<file path="config.mk">
export PLATFORM = sky130hd
export DESIGN_NAME = clasificador_pulsacion
export DESIGN_NICKNAME = d
export VERILOG_FILES = /design/src/rtl/clasificador_pulsacion_pkg.sv /design/src/rtl/temporizador_ms.sv /design/src/rtl/clasificador_pulsacion.sv
export SDC_FILE = /design/constraint.sdc
export NUM_CORES = 1
export LEC_CHECK = 0
export CORE_MARGIN = 5
export CORE_UTILIZATION = 39
export DETAILED_ROUTE_END_ITERATION = 12
export SYNTH_ARGS = -nofsm -noshare
export SYNTH_HDL_FRONTEND = slang
export SYNTH_SLANG_ARGS = --single-unit
</file>
<file path="constraint.sdc">
create_clock -name clk -period 2.95 [get_ports clk]
set_input_delay 0.59 -clock clk [delete_from_list [all_inputs] [get_ports clk]]
set_output_delay 0.59 -clock clk [all_outputs]
set_load 0.01 [all_outputs]
</file>
<file path="src/rtl/clasificador_pulsacion_pkg.sv">
// rtl/clasificador_pulsacion_pkg.sv - shared types and constants for the press classifier
package clasificador_pulsacion_pkg;

  // Width of every timer in the classifier
  localparam int unsigned ANCHO_CONT = 32;

  // Default clock rate: 50 MHz, expressed as cycles per millisecond
  localparam int unsigned CICLOS_MS_DEF = 50000;

  typedef enum logic [1:0] {
    REPOSO       = 2'd0,
    PRESIONADO   = 2'd1,
    ESPERA_DOBLE = 2'd2,
    LARGO        = 2'd3
  } estado_t;

endpackage

</file>
<file path="src/rtl/temporizador_ms.sv">
// rtl/temporizador_ms.sv - saturating cycle timer with clear, enable and terminal-count flag
module temporizador_ms
  import clasificador_pulsacion_pkg::*;
(
  input  logic                  clk,
  input  logic                  rst_n,
  input  logic                  clr,
  input  logic                  en,
  input  logic [ANCHO_CONT-1:0] limite,
  output logic                  fin
);

  logic [ANCHO_CONT-1:0] cuenta;

  // Terminal count is a plain compare so the owner sees it the cycle the limit is reached
  assign fin = (cuenta == limite);

  // Count enabled cycles; hold at the limit so an unattended timer can never wrap
  always_ff @(posedge clk or negedge rst_n) begin
    if (!rst_n) begin
      cuenta <= '0;
    end else if (clr) begin
      cuenta <= '0;
    end else if (en && !fin) begin
      cuenta <= cuenta + ANCHO_CONT'(1);
    end
  end

endmodule

</file>
<file path="src/rtl/clasificador_pulsacion.sv">
// rtl/clasificador_pulsacion.sv - turns a filtered button pulse train into short/long/double press events
module clasificador_pulsacion
  import clasificador_pulsacion_pkg::*;
#(
  parameter int unsigned CICLOS_MS = CICLOS_MS_DEF,
  parameter int unsigned HUECO_MS  = 4,
  parameter int unsigned LARGO_MS  = 500,
  parameter int unsigned DOBLE_MS  = 250
) (
  input  logic clk,
  input  logic rst_n,
  input  logic pulso_ideal,
  output logic corta,
  output logic larga,
  output logic doble,
  output logic presionado
);

  localparam logic [ANCHO_CONT-1:0] G = ANCHO_CONT'(HUECO_MS * CICLOS_MS);
  localparam logic [ANCHO_CONT-1:0] L = ANCHO_CONT'(LARGO_MS * CICLOS_MS);
  localparam logic [ANCHO_CONT-1:0] V = ANCHO_CONT'(DOBLE_MS * CICLOS_MS);
  // The window is entered one cycle after the G-th low sample; trimming two cycles
  // places the short-press event exactly G+V cycles after the last high sample.
  localparam logic [ANCHO_CONT-1:0] V_FIN = V - ANCHO_CONT'(2);

  estado_t estado_q, estado_d;
  logic    segunda_q, segunda_d;
  logic    corta_d, larga_d, doble_d;

  logic hueco_clr, hueco_en, hueco_fin;
  logic tiempo_clr, tiempo_en, tiempo_fin;
  logic ventana_clr, ventana_en, ventana_fin;

  // Low run only matters while a press is alive; any high sample restarts it
  assign hueco_en   = !pulso_ideal && (estado_q == PRESIONADO || estado_q == LARGO);
  assign tiempo_en  = (estado_q == PRESIONADO);
  assign ventana_en = (estado_q == ESPERA_DOBLE);

  assign presionado = (estado_q == PRESIONADO) || (estado_q == LARGO);

  temporizador_ms u_hueco (
    .clk    (clk),
    .rst_n  (rst_n),
    .clr    (hueco_clr),
    .en     (hueco_en),
    .limite (G),
    .fin    (hueco_fin)
  );

  temporizador_ms u_tiempo (
    .clk    (clk),
    .rst_n  (rst_n),
    .clr    (tiempo_clr),
    .en     (tiempo_en),
    .limite (L),
    .fin    (tiempo_fin)
  );

  temporizador_ms u_ventana (
    .clk    (clk),
    .rst_n  (rst_n),
    .clr    (ventana_clr),
    .en     (ventana_en),
    .limite (V_FIN),
    .fin    (ventana_fin)
  );

  // State, pair flag and one-cycle event registers; reset drops any pending event
  always_ff @(posedge clk or negedge rst_n) begin
    if (!rst_n) begin
      estado_q  <= REPOSO;
      segunda_q <= 1'b0;
      corta     <= 1'b0;
      larga     <= 1'b0;
      doble     <= 1'b0;
    end else begin
      estado_q  <= estado_d;
      segunda_q <= segunda_d;
      corta     <= corta_d;
      larga     <= larga_d;
      doble     <= doble_d;
    end
  end

  // Next state, timer clears and event decisions; at most one event per transition
  always_comb begin
    estado_d    = estado_q;
    segunda_d   = segunda_q;
    corta_d     = 1'b0;
    larga_d     = 1'b0;
    doble_d     = 1'b0;
    hueco_clr   = pulso_ideal;
    tiempo_clr  = 1'b0;
    ventana_clr = 1'b0;
    case (estado_q)
      REPOSO: begin
        if (pulso_ideal) begin
          estado_d    = PRESIONADO;
          segunda_d   = 1'b0;
          hueco_clr   = 1'b1;
          tiempo_clr  = 1'b1;
          ventana_clr = 1'b1;
        end
      end
      PRESIONADO: begin
        // Long press wins over a release detected in the same cycle
        if (tiempo_fin) begin
          larga_d  = 1'b1;
          estado_d = LARGO;
        end else if (hueco_fin) begin
          if (segunda_q) begin
            doble_d  = 1'b1;
            estado_d = REPOSO;
          end else begin
            estado_d    = ESPERA_DOBLE;
            ventana_clr = 1'b1;
          end
        end
      end
      ESPERA_DOBLE: begin
        // A new press beats window expiry in the same cycle
        if (pulso_ideal) begin
          estado_d   = PRESIONADO;
          segunda_d  = 1'b1;
          tiempo_clr = 1'b1;
          hueco_clr  = 1'b1;
        end else if (ventana_fin) begin
          corta_d  = 1'b1;
          estado_d = REPOSO;
        end
      end
      LARGO: begin
        if (hueco_fin) begin
          estado_d = REPOSO;
        end
      end
      default: begin
        estado_d = REPOSO;
      end
    endcase
  end

endmodule

</file>
=== Word-level counts from Yosys, hierarchy flattened ===
Cells that the tools add are included.

* Add/subtract/negate cells: 3
* Eq/ne operators: 11
* Mux-type cells: 33
* Reduce and logical (&&, ||, !) cells: 17

{| class="wikitable"
|+ Operators by type and width
! operator !! number
|-
| 32-bit 2-to-1 mux || 6
|-
| 32-bit by 1-bit adder with 32-bit output (second input constant) || 3
|-
| 32-bit by 18-bit equality test with 1-bit output (second input constant) || 1
|-
| 32-bit by 24-bit equality test with 1-bit output (second input constant) || 1
|-
| 32-bit by 25-bit equality test with 1-bit output (second input constant) || 1
|-
| 1-bit 2-to-1 mux || 17
|-
| 2-bit 2-to-1 mux || 7
|-
| 2-bit one-hot mux with 4 select lines || 1
|-
| 2-bit nonzero test || 4
|-
| 3-bit != test (second input constant) || 2
|-
| 2-bit equality test (second input constant) || 2
|-
| 1-bit logical AND || 4
|-
| 1-bit zero test || 4
|-
| 2-bit != test (second input constant) || 2
|-
| 1-bit one-hot mux with 2 select lines || 2
|-
| 4-bit AND reduction || 1
|-
| 3-bit AND reduction || 1
|-
| 2-bit by 1-bit equality test with 1-bit output (second input constant) || 1
|-
| 2-bit zero test || 1
|-
| 2-bit by 1-bit != test with 1-bit output (second input constant) || 1
|-
| 2-bit OR reduction || 1
|-
| 1-bit logical OR || 1
|}

* Flip-flop bits (word level): 102
* Bits of input ports: 3
* Output and inout port bits: 4

=== Longest topological paths before layout ===
* Depth in word-level cells: 6
* Gate-level depth with buffers: 8
* Depth with buffers taken out: 7

=== Modules after synthesis ===
From an unflattened synthesis, not the netlist that was laid out.

* Cell total of the unflattened synthesis: 744
* Area, all modules: 6,905.4 um^2

{| class="wikitable"
|+ By module, submodules not included
! module !! times used !! cells an instance !! area each (um^2) !! seq. area each (um^2)
|-
| temporizador_ms || 3 || 238 || 2,202.1 || 800.8
|-
| clasificador_pulsacion || 1 || 30 || 299.0 || 150.1
|}

=== Worst setup path before layout ===
Ideal clock, no wire load.

* Path type: reg2reg
* Start: register u_hueco.cuenta[0]
* End: register u_ventana.cuenta[31]
* Library setup time: 0.130 ns
* Arrival time: 1.968 ns
* Data required time: 2.820 ns
* Slack: 0.853 ns
* Stages on the path, launching flop included: 9
* Period minus slack after synthesis: 2.097 ns
* Cells stage by stage: dfrtp_1 inv_1 ha_1 nor4b_1 nand4_1 or4_1 o22ai_2 buf_4 a21oi_1

* Word-level cells in the longest chain between the ends: 5

{| class="wikitable"
|+ Ends and longest elaborated chain
! element !! line !! text
|-
| from (decl) || temporizador_ms.sv:13 || <nowiki>logic [ANCHO_CONT-1:0] cuenta;</nowiki>
|-
| from (signal assigned) || temporizador_ms.sv:25 || <nowiki>cuenta <= cuenta + ANCHO_CONT'(1);</nowiki>
|-
| 32-bit by 18-bit equality test with 1-bit output * || temporizador_ms.sv:16 || <nowiki>assign fin = (cuenta == limite);</nowiki>
|-
| 1-bit 2-to-1 mux * || clasificador_pulsacion.sv:110 || <nowiki>end else if (hueco_fin) begin</nowiki>
|-
| 1-bit 2-to-1 mux * || clasificador_pulsacion.sv:107 || <nowiki>if (tiempo_fin) begin</nowiki>
|-
| 1-bit one-hot mux with 2 select lines * || clasificador_pulsacion.sv:95 || <nowiki>case (estado_q)</nowiki>
|-
| 32-bit 2-to-1 mux / 2-bit nonzero test (equally long branches) || - ||
|-
| to (signal assigned) || temporizador_ms.sv:25 ||
|-
| to (decl) || temporizador_ms.sv:13 ||
|}

Mark *: on every way between the ends. The rest lies on a longest branch, timed or not.
A chain may end at the register's enable or synchronous reset.

=== Final worst setup path ===
* Start: register u_hueco.cuenta[0]
* End: register u_ventana.cuenta[20]

Same word-level chain as after synthesis.

==> results.py <==
metrics = {
    "outcome": {
        "outcome": "completed",
    },
    "critical_path": {
        "crit_path_max_incr_delay_ns": 0.54,
        "critPathMaxFanout": 32,
        "rr_startpoint": "u_hueco.cuenta[0]",
        "reg2reg_depth": 8,
        "worstSetupPathType": "reg -> reg",
        "worst_path_dominant_cell_family": "simple AND/OR/NAND/NOR gates",
        "regToRegEndpoint": "u_ventana.cuenta[20]",
        "timing.critical_path.to_type": "flip-flop",
        "worstPathArrival_ns": 2.64,
        "cp-start-kind": "flip-flop",
        "crit_path_cell_trace": "inv_1 -> ha_1 -> nor4b_1 -> nand4_1 -> or4_1 -> o22ai_2 -> buf_4 -> nor2_1",
        "cp_slowest_cell": "sky130_fd_sc_hd__or4_1",
        "worst-endpoint-required_ns": 3.17,
        "worst-path-buf-inv": 2,
        "regToRegSetupSlack_ns": 0.53,
    },
    "synth": {
        "gate_count_after_technology_mapping": 585,
        "synth_seq_cells": 102,
        "number_of_enable_type_register_cells_in_the_synthesized_netlist": 0,
        "synth.cell_area_um2": 5530,
        "synthDominantAreaCellType": "sky130_fd_sc_hd__dfrtp_1",
        "syn_nets": 594,
        "postSynth.topFlopCell": "sky130_fd_sc_hd__dfrtp_1",
        "synthDominantCellAreaShare": 0.4615,
        "synth.top_cells.by_area": "sky130_fd_sc_hd__dfrtp_1, sky130_fd_sc_hd__xor2_1, sky130_fd_sc_hd__nor2_1",
        "sequential_fraction_of_the_synthesis_area": 0.4615,
        "ys.warnings.count": 0,
        "synth_cell_types": 47,
        "average_footprint_of_a_synthesized_cell_um2": 9.454,
        "async_set_or_reset_register_ratio_after_synthesis": 1.000,
    },
    "clock_network": {
        "cts_tree": "built",
        "worstSkewPairLatency_ns": 0.36,
        "post_cts_hold_buffer_count": 0,
        "cts_made_buffers": 9,
        "postCtsSetupBuffers": 0,
        "ctsResizeCount": 0,
        "cts.htree.levels": 3,
        "max-clock-path-buffers": 2,
        "cts_sinks": 102,
        "cts_clock_pin_slew_for_the_worst_setup_and_hold_paths_ns": 0.07,
        "root_buffer": "sky130_fd_sc_hd__clkbuf_16",
    },
    "floorplan": {
        "floorplan.initialDensity": 0.3984,
        "design.portCount": 7,
        "core_region_area_um2": 13880,
        "chipWidth_um": 129.1,
        "dieArea_um2": 16660,
        "placement_rows": 43,
        "vertical_die_dimension_um": 129.1,
    },
    "route": {
        "drt_pre_antenna_iters": 4,
        "vias": 4308,
        "avgRoutedWirePerCell_um": 15.09,
        "drt_iter0_drc": 291,
        "detail-route-antenna-nets": 0,
        "drt_wl_total_mm": 11.66,
        "avgViaCountPerCell": 5.573,
        "remaining_drc_errors": 0,
    },
    "layout": {
        "diodes": 0,
        "commonest_non_fill_non_tap_cell_in_the_layout": "sky130_fd_sc_hd__dfrtp_1",
        "filler_instances": 1331,
        "mostFrequentLayoutCells": "sky130_fd_sc_hd__dfrtp_1, sky130_fd_sc_hd__nor2_1, sky130_fd_sc_hd__xor2_1, sky130_fd_sc_hd__nand2_1, sky130_fd_sc_hd__nand3_1",
        "area_growth_pct": 9.819,
        "post_route_cells_drive_above_1_share": 0.08769,
        "fin_area_um2": 6073,
        "finish.net_count": 597,
    },
    "power_and_ir_drop": {
        "p_sw_frac": 0.2980,
        "int_pwr_uw": 2219,
        "comb_power_share": 0.161,
        "ir_drop_mv": 0.3685,
        "power.share.clock": 0.364,
        "power.switching_uw": 941.7,
        "cellPowerDensity_nw_per_um2": 520.4,
        "leakage_power_uw": 0.002464,
        "seqPwrFrac": 0.475,
    },
    "placement": {
        "place.port_buffers": 6,
        "gpl.final_weighted_congestion": 0.8210,
        "hpwl_mm": 7.865,
        "placed_cell_area_um2": 5793,
    },
    "timing": {
        "worstMarginPinSlew_ns": 0.7788,
        "min_period_over_period": 0.8209,
        "finalClockSkew_ns": 0.01210,
        "final_critical_path_time_including_i_o_delays_and_setup_ns": 2.422,
        "fin_hold_ws_ns": 0.1716,
        "setup_viol_count_final": 0,
        "slew_violations": 0,
        "setup-tns-final_ns": 0,
        "timing_hold_violations_final": 0,
        "max_freq_mhz": 412.9,
        "rsz0062_at_grt": "no",
        "max-slew-margin-rel": 0.4769,
    },
    "min_path": {
        "timing.hold.worst.class": "in -> async",
    },
    "grt": {
        "grt_antenna_before_repair": 0,
        "global_route.usage.total": 0.1489,
        "grt_overflow": 0,
        "grt_pass1_vias": 4097,
        "pin_count_of_the_biggest_net_entering_global_routing": 47,
        "grt_pass1_wl_mm": 20.24,
    },
    "job": {
        "drv_cap": 0,
    },
}
## power by group through the flow
stage                     clock network [µW]  registers [µW]  logic, µW
after global placement                     0            1520        500
after detailed placement                   0            1530        509
after CTS                               1190            1500        514
after global routing                    1240            1510        574
final                                   1150            1500        510
after floorplan                            0            1520        364
## stage by stage
| stage | utilization | power [µW] | cells | setup WS [ns] |
|---|---|---|---|---|
| after floorplan | - | 1883 | 585 | 0.8526 |
| after detailed placement | 0.4173 | 2035 | 757 | 0.5456 |
| after CTS | 0.4375 | 3199 | 773 | 0.5261 |
| final | 0.4375 | 3160 | 773 | 0.5283 |
| after global placement | 0.4173 | 2024 | 757 | 0.6054 |
| after global routing | 0.4375 | 3324 | 773 | 0.3336 |
## final cells by class
class / instances / area (µm²) / share of cell area
multi-input cells: 446 / 2814 / 0.4633
flip-flops and latches: 102 / 2552 / 0.4203
clock buffers: 10 / 239.0 / 0.03935
well taps: 180 / 225.2 / 0.03708
repair buffers: 18 / 160.2 / 0.02637
clock inverters: 6 / 41.29 / 0.006799
inverters: 11 / 41.29 / 0.006799
## synth_stat cells (11+ instances only)
cell type                  instances
sky130_fd_sc_hd__nand2_1          39
sky130_fd_sc_hd__and4_1           12
sky130_fd_sc_hd__or3_1            17
sky130_fd_sc_hd__nor3_1           14
sky130_fd_sc_hd__clkbuf_1         13
sky130_fd_sc_hd__a21oi_1          20
sky130_fd_sc_hd__o21ai_0          18
sky130_fd_sc_hd__nand4_1          36
sky130_fd_sc_hd__nor4_1           18
sky130_fd_sc_hd__dfrtp_1         102
sky130_fd_sc_hd__and3_1           11
sky130_fd_sc_hd__xor2_1           47
sky130_fd_sc_hd__inv_1            11
sky130_fd_sc_hd__xnor2_1          16
sky130_fd_sc_hd__nor2_1           71
sky130_fd_sc_hd__nand3_1          38
## registers in the layout, indices dropped and copies added, names as in the netlist
signal and count:
estado_q 2, u_hueco.cuenta 32, segunda_q 1, doble 1, corta 1, u_tiempo.cuenta 32, larga 1, u_ventana.cuenta 32
## how the worst max path moves through the flow
stage | startpoint | end | slack, ns | cells after the start
2_1_floorplan | u_hueco.cuenta[0] | u_ventana.cuenta[31] | 0.85 | 8
3_3_place_gp | u_ventana.cuenta[24] | u_ventana.cuenta[4] | 0.61 | 5
3_5_place_dp | u_ventana.cuenta[26] | u_ventana.cuenta[5] | 0.55 | 5
4_1_cts | u_hueco.cuenta[0] | u_ventana.cuenta[20] | 0.53 | 8
5_1_grt | u_hueco.cuenta[0] | u_ventana.cuenta[13] | 0.33 | 8
6_report | u_hueco.cuenta[0] | u_ventana.cuenta[20] | 0.53 | 8
## cells by family (layout without fill, tap and decap cells)
kind of cell / after synthesis / after routing / synth area share
mux: 3 / 3 / 0.005430
compound gates: 71 / 71 / 0.08349
fa+ha+maj: 6 / 6 / 0.01357
simple gates: 303 / 303 / 0.3050
flops: 102 / 102 / 0.4615
buf+inv: 37 / 45 / 0.03122
xor+xnor: 63 / 63 / 0.09977
## layer usage
metal | routed length [µm] | vias up | global-route usage
li1 | - | 2117 | -
met1 | 5721 | 2126 | 0.2118
met2 | 5365 | 51 | 0.2238
met3 | 394 | 14 | 0.03751
met4 | 182 | 0 | 0.04756
met5 | 0 | - | 0
No activity file was read; power rests on OpenSTA's default activity.
